<file path="src/rtl/bcd_seq_conv.sv">
// Sequential binary-to-BCD converter (double dabble, one bit per clock) with a start/busy/done handshake.
// Optional macro BCD_SAT_EN: an overflowing input publishes all nines instead of the truncated value.
module bcd_seq_conv #(
    parameter int BIN_W  = 14,
    parameter int DIGITS = 4
) (
    input  logic                  clk,
    input  logic                  reset_p,
    input  logic                  start,
    input  logic [BIN_W-1:0]      bin,
    output logic                  busy,
    output logic                  done,
    output logic [4*DIGITS-1:0]   bcd,
    output logic                  overflow
);

    localparam int BCD_W = 4 * DIGITS;
    localparam int CNT_W = (BIN_W > 1) ? $clog2(BIN_W) : 1;
    localparam logic [CNT_W-1:0] LAST_CNT = CNT_W'(BIN_W - 1);
    localparam logic [63:0] LIMIT = 64'(10 ** DIGITS);

    typedef enum logic [1:0] {
        S_IDLE,
        S_SHIFT,
        S_DONE
    } state_t;

    state_t             state;
    logic [BIN_W-1:0]   shreg;
    logic [BCD_W-1:0]   digits;
    logic [BCD_W-1:0]   digits_adj;
    logic [CNT_W-1:0]   cnt;
    logic               ovf_cap;

    // Add 3 to every digit that would reach 10 or more after the next doubling.
    function automatic logic [BCD_W-1:0] add3_digits(input logic [BCD_W-1:0] d);
        logic [BCD_W-1:0] r;
        r = d;
        for (int i = 0; i < DIGITS; i++) begin
            if (d[4*i +: 4] >= 4'd5) begin
                r[4*i +: 4] = d[4*i +: 4] + 4'd3;
            end
        end
        return r;
    endfunction

    function automatic logic over_limit(input logic [BIN_W-1:0] b);
        return 64'(b) >= LIMIT;
    endfunction

`ifdef BCD_SAT_EN
    function automatic logic [BCD_W-1:0] saturate(input logic [BCD_W-1:0] d, input logic ovf);
        return ovf ? {DIGITS{4'h9}} : d;
    endfunction
`endif

    assign digits_adj = add3_digits(digits);

    always_ff @(posedge clk) begin
        if (reset_p) begin
            state    <= S_IDLE;
            busy     <= 1'b0;
            done     <= 1'b0;
            bcd      <= '0;
            overflow <= 1'b0;
            shreg    <= '0;
            digits   <= '0;
            cnt      <= '0;
            ovf_cap  <= 1'b0;
        end else begin
            done <= 1'b0;
            case (state)
                S_IDLE: begin
                    if (start) begin
                        shreg   <= bin;
                        digits  <= '0;
                        cnt     <= '0;
                        ovf_cap <= over_limit(bin);
                        busy    <= 1'b1;
                        state   <= S_SHIFT;
                    end
                end
                S_SHIFT: begin
                    // Bits leaving the top digit are dropped, giving bin mod 10**DIGITS.
                    digits <= (digits_adj << 1) | BCD_W'(shreg[BIN_W-1]);
                    shreg  <= shreg << 1;
                    cnt    <= cnt + CNT_W'(1);
                    if (cnt == LAST_CNT) begin
                        state <= S_DONE;
                    end
                end
                S_DONE: begin
`ifdef BCD_SAT_EN
                    bcd <= saturate(digits, ovf_cap);
`else
                    bcd <= digits;
`endif
                    overflow <= ovf_cap;
                    done     <= 1'b1;
                    busy     <= 1'b0;
                    state    <= S_IDLE;
                end
                default: begin
                    busy  <= 1'b0;
                    state <= S_IDLE;
                end
            endcase
        end
    end

endmodule

</file>
<file path="config.mk">
export PLATFORM = sky130hd
export DESIGN_NAME = bcd_seq_conv
export DESIGN_NICKNAME = d
export VERILOG_FILES = /design/src/rtl/bcd_seq_conv.sv
export SDC_FILE = /design/constraint.sdc
export NUM_CORES = 1
export LEC_CHECK = 0
export ABC_AREA = 0
export BUFFER_PORTS_ARGS = -buffer_cell sky130_fd_sc_hd__buf_2
export CAP_MARGIN = 20
export CORE_MARGIN = 1.5
export CORE_UTILIZATION = 55
export CTS_CLUSTER_DIAMETER = 80
export CTS_CLUSTER_SIZE = 25
export DETAILED_ROUTE_END_ITERATION = 7
export PLACE_DENSITY = 0.77
export SLEW_MARGIN = 20
export SYNTH_ARGS = -nofsm -noshare
export SYNTH_HDL_FRONTEND = slang
export SYNTH_SLANG_ARGS = --single-unit
export TNS_END_PERCENT = 10
</file>
<file path="constraint.sdc">
create_clock -name clk -period 1.7 [get_ports clk]
set_input_delay 0.17 -clock clk [delete_from_list [all_inputs] [get_ports clk]]
set_output_delay 0.17 -clock clk [all_outputs]
set_load 0.1 [all_outputs]
</file>
# Word-level counts from Yosys, hierarchy flattened
# Index checks and enable logic that the tools add are counted.
# word_totals
out_inout_bits	19
elab_cells	48
ff_bits	56
memories	0
latchBits	0
romBits	0
ram_bits	0
# op_classes
n_eq_ne	5
muxes	16
n_div	0
reduce_logical	6
shift	0
n_bitwise	2
add_sub_neg	5
magnitude_cmp	5
multipliers	0
# op_table
op	count
$pmux W16 S2	1
$pmux W14 S2	1
$ge A4 B3 Y1 const B	4
$mux W16	1
$mux W4	4
$or A16 B1 Y16	1
$ge A14 B14 Y1 const B	1
$mux W14	1
$add A4 B2 Y4 const B	3
$pmux W4 S2	1
$reduce_and A2 Y1	4
$add A4 B1 Y4 const B	1
$eq A4 B4 Y1 const B	1
$mux W2	2
$ne A2 B2 Y1 const B	2
$pmux W2 S2	1
$add A3 B2 Y3 const B	1
$mux W3	1
$eq A2 B1 Y1 const B	1
$eq A2 B2 Y1 const B	1
$logic_not A2 Y1	1
$mux W1	2
$pmux W1 S2	1
$reduce_bool A2 Y1	1
$not A1 Y1	1

# Longest topological paths before layout
# Gate-level depths: netlist of run 1.
# logic_depth
ltp_word	4
depth_mapped	6
depth_no_buf	6

# Worst setup path before layout of run 1
# OpenSTA, ideal clock, no wires.
# synth_timing
kind	register -> register
start	reg digits[9]
end	reg digits[10]
period_less_slack_ns	1.350
n_path_buf	0
required_time_ns	1.583
setup_time_ns	0.117
stages_incl_launch_ff	7
t_arrival_ns	1.233
setup_slack_ns	0.350
cell_sequence	dfxtp_1 inv_1 ha_1 nand2b_1 a21oi_1 mux2i_1 a22o_1
# synth_via
elab_chain_len	4
elab_cells_between_ends	5
cone_classes	add/sub (1); order compare (1); mux (2); bitwise (1)
# synth_rtl
element	line_no	source
start, declared	30	logic [BCD_W-1:0] digits;
start signal, assigned	85	digits <= (digits_adj << 1) | BCD_W'(shreg[BIN_W-1]);
$add A4 B2 Y4 or $ge A4 B3 Y1 (tied branches)	41, 40	
$mux W4 (*)	40	if (d[4*i +: 4] >= 4'd5) begin
$or A16 B1 Y16 (*)	85	
$pmux W16 S2 (*)	72	case (state)
# Every way passes the cells marked *; elsewhere a longest branch is shown, timed or not.
# A chain may end at the register's enable or synchronous reset.

# Final worst setup path of run 1
# Same ends and word-level chain as after synthesis.

==> results of run 1 <==
[synth_stat cells (all sizes together)]
cell | count | share of area, %
dfxtp | 56 | 44
nor2 | 54 | 8.2
nand2 | 38 | 5.8
a21oi | 27 | 5.4
nor3 | 16 | 3.2
buf | 15 | 4.0
a22o | 12 | 4.2
inv | 11 | 1.6
a2bb2oi | 10 | 3.5
ha | 10 | 5.0
nand3 | 7 | 1.4
o21ai | 7 | 1.4
nand2b | 5 | 1.5
mux2i | 4 | 1.6
nor4 | 4 | 0.99
xnor2 | 4 | 1.4
clkbuf | 3 | 0.45
xor2 | 3 | 1.0
nor2b | 2 | 0.79
a2111oi | 1 | 0.35
a22oi | 1 | 0.30
a31oi | 1 | 0.25
a32oi | 1 | 0.35
and2 | 1 | 0.25
and3 | 1 | 0.25
mux2 | 1 | 0.45
nand3b | 1 | 0.30
o21bai | 1 | 0.74
o31ai | 1 | 0.30
o41ai | 1 | 0.35
or3 | 1 | 0.25
[routing by layer]
layer / vias to the layer above / part of all wire, %
met3: 5 / 4.6
met2: 47 / 50
met4: 0 / 1.3
li1: 1080 / -
met5: - / 0
met1: 958 / 44
[stage by stage]
step	area, um^2	util (%)
6_report	2800	63.8
3_5_place_dp	2710	61.8
2_1_floorplan	2520	-
4_1_cts	2800	63.8
3_3_place_gp	2710	61.8
5_1_grt	2800	63.8
[sequential cells by signal, indices dropped and copies added, names as in the netlist]
register	count
overflow	1
shreg	14
ovf_cap	1
state	2
bcd	16
done	1
digits	16
busy	1
cnt	4
[report_power, final]
group          switching (mW)  internal (mW)  total (mW)  leakage, nW
combinational           0.134         0.0890       0.223        0.691
sequential             0.0242           1.35        1.37        0.455
clock                   0.450          0.296       0.746       0.0485
[worst max-delay path, cell delays in order (launching register included)]
cell and delay [ns]:
dfxtp_1 0.40, inv_1 0.10, ha_1 0.17, nand2b_1 0.13, a21oi_1 0.30, mux2i_1 0.22, a22o_1 0.13
[worst paths after layout]
path / start / to / slack [ns] / cells after the start
setup / recovery: digits[9] / digits[10] / 0.19 / 6
hold / removal: bin[13] / ovf_cap / 0.11 / 3
setup reg to reg: digits[9] / digits[10] / 0.19 / 6
hold reg to reg: bcd[6] / bcd[6] / 0.46 / 2
[logic make-up after synthesis]
logic type	share of synthesized area (%)
fa+ha+maj	4.97
buf+inv	6.11
flops	44.5
compound gates	17.0
mux	2.04
simple gates	22.9
xor+xnor	2.43
[placed cells by master (no fill, tap or decap), types with 8 or more instances in the layout]
cell type,instances
buf_2,35
a21oi_1,27
dfxtp_1,56
ha_1,10
a2bb2oi_1,10
nor2_1,52
buf_4,8
nor3_1,16
inv_1,11
nand2_1,37
a22o_1,12
[cell type report]
cell class	instances	area share (%)
Multi-Input combinational cell	215	44.5
Sequential cell	56	40.1
Tap cell	52	2.32
Inverter	11	1.48
Clock buffer	5	2.46
Clock inverter	3	0.805
Timing Repair Buffer	43	8.40
==> flow_summary.json, run 1 <==
{
  "status": "complete, no violations",
  "rsz0062_at_grt": "false",
  "final.hold.worst_slack_ns": 0.112,
  "synth_area_um2": 2520,
  "use_met1_pct": 24.9,
  "final_cells": 385,
  "start_util_pct": 57.5,
  "use_met2_pct": 39.1,
  "ys_seq_area_share_pct": 44.5,
  "track_usage_pct": 21.4,
  "timing.final.crit_share_pct": 89.1,
  "syn2layout_area_growth_pct": 11.1,
  "final.setup_skew_ns": 0.00854,
  "syn-num-nets": 327,
  "drtIter0Drc": 116,
  "viasPerCell": 5.43,
  "io_pins": 36,
  "wl_per_cell_um": 12.9,
  "cp_data_arrival_time_ns": 1.77,
  "drive_gt1_share_pct": 17.4,
  "critPathKind": "flop to flop",
  "hold_class": "input port to flop",
  "ir_worst_vdd_v": 0.000522,
  "diodes": 0,
  "fmax_mhz": 661,
  "postCtsSetupBuffers": 0,
  "cts.path.max_buffers": 2,
  "nNetsFinal": 359,
  "slew_violations": 0,
  "dieArea_um2": 5000,
  "cts_root_buf": "clkbuf_8",
  "die_w_um": 70.7,
  "cp_data_required_time_ns": 1.96,
  "fin_tns_setup_ns": 0,
  "setup_viol": 0,
  "place.gp.congestion": 0.837,
  "relSlewSlack_pct": 44.4,
  "cts_buffers": 5,
  "via_count": 2090,
  "synth-seq-cells": 56,
  "register_area_um2": 1120,
  "critPathMaxFanout": 4,
  "pre_cts_ws_ns": 0.214,
  "max-cap-violations": 0,
  "synth_cells": 300,
  "grt_pass1_wl_mm": 8.76,
  "grt_max_degree": 31,
  "fp.dieH_um": 70.7,
  "finalHoldViolCount": 0,
  "power_density_nw_per_um2": 837,
  "drt-total-wl_mm": 4.97,
  "place_inst": 377,
  "cp-start-kind": "flop",
  "top_usage_layer": "met2",
  "htree_levels": 2,
  "holdBufCountCts": 0,
  "portBuffers": 35,
  "cts.sinks": 56,
  "first_pass_iters": 4,
  "cts_resized": 0,
  "tightest_slew_ns": 0.830,
  "p_leak_nw": 1.19,
  "antenna_found_initial": 0,
  "grt_pass1_vias": 1989,
  "worst_slack_ns": 0.186,
  "rows": 24,
  "grt-ovfl-total": 0,
  "drtAntennaViolNets": 0,
  "cts_tree": "yes",
  "grt_use_met3_pct": 4.42,
  "power_mw": 2.34,
  "clk_latency_ns": 0.32,
  "nFillCells": 397,
  "synth_warnings": 0,
  "period_needed_ns": 1.51,
  "multiInputGateArea_um2": 1240,
  "avgSynthCellArea_um2": 8.40,
  "worstSetupEndpointType": "flop",
  "dp_hpwl_mm": 3.44,
  "clk_pin_slew_ns": 0.10,
  "synth_cell_types": 38,
  "drc_errors": 0,
  "core_area_um2": 4380
}
Power figures use the tool's default switching activity.
==> inputs of run 2 (changes only) <==
CORE_UTILIZATION = 30   (was 55)
PLACE_DENSITY = 0.47   (was 0.77)
REMOVE_ABC_BUFFERS = 1   (was unset)
==> flow_summary.json, run 2 (synthesized netlist as in run 1, its figures left out) <==
{
  "viasPerCell": 4.70,
  "path_cells": "inv_1 > ha_1 > nand2b_1 > a21oi_1 > mux2i_1 > a22o_1",
  "postCtsSetupBuffers": 0,
  "io_pins": 36,
  "clk_pin_slew_ns": 0.11,
  "intPower_mw": 1.89,
  "seqPwrFrac_pct": 54.6,
  "cts_root_buf": "clkbuf_8",
  "syn2layout_area_growth_pct": 16.4,
  "crit_family": "compound AO/OA/AOI/OAI gates",
  "power_mw": 2.52,
  "ir_worst_vdd_v": 0.000335,
  "hold_class": "input port to flop",
  "pwr-share-comb_pct": 9.4,
  "cts.sinks": 56,
  "diodes": 0,
  "wl_per_cell_um": 12.4,
  "setup_viol": 0,
  "rsz0062_at_grt": "false",
  "drtIter0Drc": 72,
  "cpPeakStageDelay_ns": 0.39,
  "dp_hpwl_mm": 3.89,
  "p_clk_share_pct": 36.0,
  "cts_buffers": 5,
  "portBuffers": 35,
  "drt-total-wl_mm": 5.52,
  "die_w_um": 94.7,
  "fin_tns_setup_ns": 0,
  "period_needed_ns": 1.51,
  "design_area_um2": 2930,
  "grt_max_degree": 22,
  "relSlewSlack_pct": 67.5,
  "drc_errors": 0,
  "nFillCells": 883,
  "fp.dieH_um": 94.7,
  "first_pass_iters": 4,
  "power_density_nw_per_um2": 858,
  "cp_data_required_time_ns": 1.96,
  "pre_cts_ws_ns": 0.223,
  "tightest_slew_ns": 0.490,
  "most-common-layout-cells": "dfxtp_1, nor2_1, nand2_1, buf_2, a21oi_1",
  "register_area_um2": 1120,
  "final.hold.worst_slack_ns": 0.121,
  "multiInputGateArea_um2": 1240,
  "drive_gt1_share_pct": 18.9,
  "dieArea_um2": 8960,
  "switching_power_uw": 626,
  "clk_latency_ns": 0.32,
  "core_area_um2": 8180,
  "htree_levels": 2,
  "cts_resized": 0,
  "via_count": 2088,
  "status": "complete, no violations",
  "cts_tree": "yes",
  "fmax_mhz": 661,
  "cp_data_arrival_time_ns": 1.78,
  "start_util_pct": 30.8,
  "track_usage_pct": 13.2,
  "grt_pass1_vias": 1897,
  "critPathMaxFanout": 4,
  "drtAntennaViolNets": 0,
  "rows": 33,
  "largestRegisters": "bcd: 16 flops, digits: 16 flops, shreg: 14 flops",
  "critPathKind": "flop to flop",
  "slew_violations": 0,
  "max-cap-violations": 0,
  "grt-ovfl-total": 0,
  "worst_slack_ns": 0.187,
  "postPlaceCellArea_um2": 2820,
  "cts.path.max_buffers": 2,
  "antenna_found_initial": 0,
  "final.setup_skew_ns": 0.00899,
  "holdBufCountCts": 0,
  "worstSetupEndpointType": "flop",
  "final_common_cell": "dfxtp_1",
  "cp-start-kind": "flop",
  "grt_pass1_wl_mm": 9.18,
  "timing.final.crit_share_pct": 89.0,
  "nNetsFinal": 365,
  "finalHoldViolCount": 0,
  "crit_buf_inv": 1,
  "swShare_pct": 24.9,
  "p_leak_nw": 1.23,
  "crit_path_top_delay_cell": "dfxtp_1",
  "place.gp.congestion": 0.688
}
==> run 2: cell types whose count changed in the layout (fill, tap and decap cells not counted), sizes merged <==
cell,before,now
clkinv,2,0
clkinvlp,0,1
buf,43,49
bufinv,0,1
==> run 2: per-layer routing <==
metal | routed length [um] | global-route usage [%] | vias to the layer above
li1 | - | - | 1096
met4 | 70 | 4.10 | 0
met1 | 2800 | 17.8 | 940
met5 | 0 | 0 | -
met2 | 2440 | 20.8 | 46
met3 | 216 | 2.90 | 6
==> run 2: worst reg2reg max path: stages (launching register included) <==
cell      delay, ns
dfxtp_1        0.39
inv_1          0.09
ha_1           0.18
nand2b_1       0.14
a21oi_1        0.28
mux2i_1        0.24
a22o_1         0.13
==> run 2: area by class of cell <==
| type | instances | share of cell area [%] |
|---|---|---|
| Sequential cell | 56 | 38.2 |
| Timing Repair Buffer | 49 | 9.55 |
| Tap cell | 105 | 4.48 |
| Clock buffer | 5 | 2.35 |
| Multi-Input combinational cell | 215 | 42.4 |
| Inverter | 11 | 1.41 |
| Clock inverter | 3 | 1.58 |
==> run 2: worst paths after layout <==
| check | slack (ns) | to | start | cells after the start |
|---|---|---|---|---|
| worst max-delay path | 0.19 | digits[6] | digits[5] | 6 |
| worst min-delay path | 0.12 | ovf_cap | bin[13] | 3 |
| worst max register to register | 0.19 | digits[6] | digits[5] | 6 |
| worst min register to register | 0.46 | overflow | overflow | 2 |
==> run 2: power by group through the flow <==
stage | combinational (mW) | sequential, mW | clock (mW)
floorplan | 0.121 | 1.42 | 0
global placement | 0.240 | 1.40 | 0
detailed placement | 0.239 | 1.40 | 0
CTS | 0.239 | 1.37 | 0.948
global route | 0.265 | 1.38 | 0.993
finish | 0.236 | 1.37 | 0.907
==> run 2: stage by stage <==
stage / std cells / utilization [%]
floorplan: 282 / -
global placement: 436 / 34.5
detailed placement: 436 / 34.5
CTS: 444 / 35.9
global route: 444 / 35.9
finish: 444 / 35.9
==> inputs of run 3 (changes only) <==
CORE_UTILIZATION = 48   (was 30)
PLACE_DENSITY = 0.69   (was 0.47)
==> flow_summary.json, run 3 (synthesized netlist as in run 1, its figures left out) <==
{
  "status": "complete, no violations",
  "crit_family": "compound AO/OA/AOI/OAI gates",
  "antenna_found_initial": 0,
  "dieArea_um2": 5690,
  "power_mw": 2.35,
  "fmax_mhz": 649,
  "design_area_um2": 2830,
  "rsz0062_at_grt": "false",
  "grt_pass1_vias": 1950,
  "worstSetupEndpointType": "flop",
  "die_w_um": 75.5,
  "largestRegisters": "bcd: 16 flops, digits: 16 flops, shreg: 14 flops",
  "via_count": 2058,
  "final_cells": 404,
  "r2r-start": "digits[1]",
  "htree_levels": 2,
  "most-common-layout-cells": "dfxtp_1, nor2_1, nand2_1, buf_2, a21oi_1",
  "cp-start-kind": "flop",
  "cts.path.max_buffers": 2,
  "seqPwrFrac_pct": 58.4,
  "postPlaceCellArea_um2": 2740,
  "switching_power_uw": 584,
  "finalHoldViolCount": 0,
  "nNetsFinal": 360,
  "reg2reg_depth": 6,
  "drt-total-wl_mm": 4.94,
  "ir_worst_vdd_v": 0.000408,
  "clk_latency_ns": 0.31,
  "setup_viol": 0,
  "drive_gt1_share_pct": 17.7,
  "cts_tree": "yes",
  "p_leak_nw": 1.20,
  "clk_pin_slew_ns": 0.10,
  "slew_violations": 0,
  "start_util_pct": 49.7,
  "reg2reg_to": "digits[2]",
  "hold_start": "bin[0]",
  "place_inst": 396,
  "final.hold.worst_slack_ns": 0.110,
  "nFillCells": 487,
  "path_cells": "inv_1 > ha_1 > nand2b_1 > a21oi_1 > mux2i_1 > a22o_1",
  "track_usage_pct": 19.5,
  "rrSetupSlack_ns": 0.16,
  "drtAntennaViolNets": 0,
  "cp_data_arrival_time_ns": 1.80,
  "io_pins": 36,
  "drtIter0Drc": 114,
  "wl_per_cell_um": 12.2,
  "grt-ovfl-total": 0,
  "swShare_pct": 24.9,
  "p_clk_share_pct": 32.1,
  "cpPeakStageDelay_ns": 0.39,
  "cts_buffers": 5,
  "diodes": 0,
  "grt_pass1_wl_mm": 8.58,
  "drc_errors": 0,
  "relSlewSlack_pct": 43.8,
  "crit_path_top_delay_cell": "dfxtp_1",
  "power_density_nw_per_um2": 830,
  "critPathKind": "flop to flop",
  "cts.sinks": 56,
  "grt_max_degree": 32,
  "fin_tns_setup_ns": 0,
  "max-cap-violations": 0,
  "first_pass_iters": 4,
  "place.gp.congestion": 0.766,
  "crit_cells": 6,
  "crit_buf_inv": 1,
  "viasPerCell": 5.09,
  "syn2layout_area_growth_pct": 12.3,
  "final.setup_skew_ns": 0.0114,
  "intPower_mw": 1.77,
  "dp_hpwl_mm": 3.40,
  "holdBufCountCts": 0,
  "pwr-share-comb_pct": 9.6,
  "final_common_cell": "dfxtp_1",
  "critPathMaxFanout": 4,
  "worstSetupStartpoint": "digits[1]",
  "cts_root_buf": "clkbuf_8",
  "crit_end": "digits[2]",
  "fp.dieH_um": 75.5,
  "timing.final.crit_share_pct": 90.7,
  "rows": 26,
  "core_area_um2": 5070,
  "period_needed_ns": 1.54,
  "portBuffers": 35,
  "cp_data_required_time_ns": 1.96,
  "cts_resized": 0,
  "tightest_slew_ns": 0.839,
  "postCtsSetupBuffers": 0,
  "hold_class": "input port to flop"
}
## run 3: cell types whose count changed in the layout (fill, tap and decap cells not counted), sizes merged
cell      delta
bufinv       -1
clkbuf       +1
clkinv       +2
buf          -5
clkinvlp     -1
inv          -1
## run 3: power groups by stage
| stage | Sequential, mW | Clock (mW) | Combinational, mW |
|---|---|---|---|
| final | 1.37 | 0.754 | 0.225 |
| after global routing | 1.38 | 0.828 | 0.253 |
| after CTS | 1.37 | 0.776 | 0.227 |
| after detailed placement | 1.40 | 0 | 0.226 |
| after global placement | 1.40 | 0 | 0.224 |
| after floorplan | 1.42 | 0 | 0.121 |
## run 3: metrics by stage
stage                     setup WS (ns)  util, %
final                             0.158     55.8
after CTS                         0.173     55.8
after global placement            0.248     53.9
after detailed placement          0.227     53.9
after floorplan                  0.0968        -
after global routing             0.0475     55.8
## run 3: cell type report
class	count	area, um^2	share of cell area (%)
inverter	11	41.3	1.46
sequential	56	1120	39.6
multi-input combinational	215	1240	44.0
clock inverter	2	10.0	0.354
clock buffer	6	82.6	2.92
tap	70	87.6	3.09
timing repair buffer	44	243	8.58
## run 3: routing by layer
layer  global-route usage [%]  routed length (um)  vias up
met5                        0                   0        -
met4                     6.15                  55        0
met3                     4.50                 173        5
met2                     33.6                2250       38
met1                     24.1                2450      926
li1                         -                   -     1089
## run 3: how the worst min path moves through the flow
stage / to / slack (ns) / cells past startpoint
detailed placement: shreg[0] / 0.44 / 3
global placement: shreg[0] / 0.44 / 3
finish: shreg[0] / 0.11 / 3
CTS: shreg[0] / 0.11 / 3
floorplan: bcd[0] / 0.24 / 1
global route: ovf_cap / 0.12 / 3
## run 3: worst register-to-register path: cells and delay by family (launching register included)
family	cells	cell delay, ns
AOI/OAI and AO/OA	2	0.45
DFF	1	0.39
muxes	1	0.25
adders and majority gates	1	0.17
and+or+nand+nor	1	0.13
buffers and inverters	1	0.10
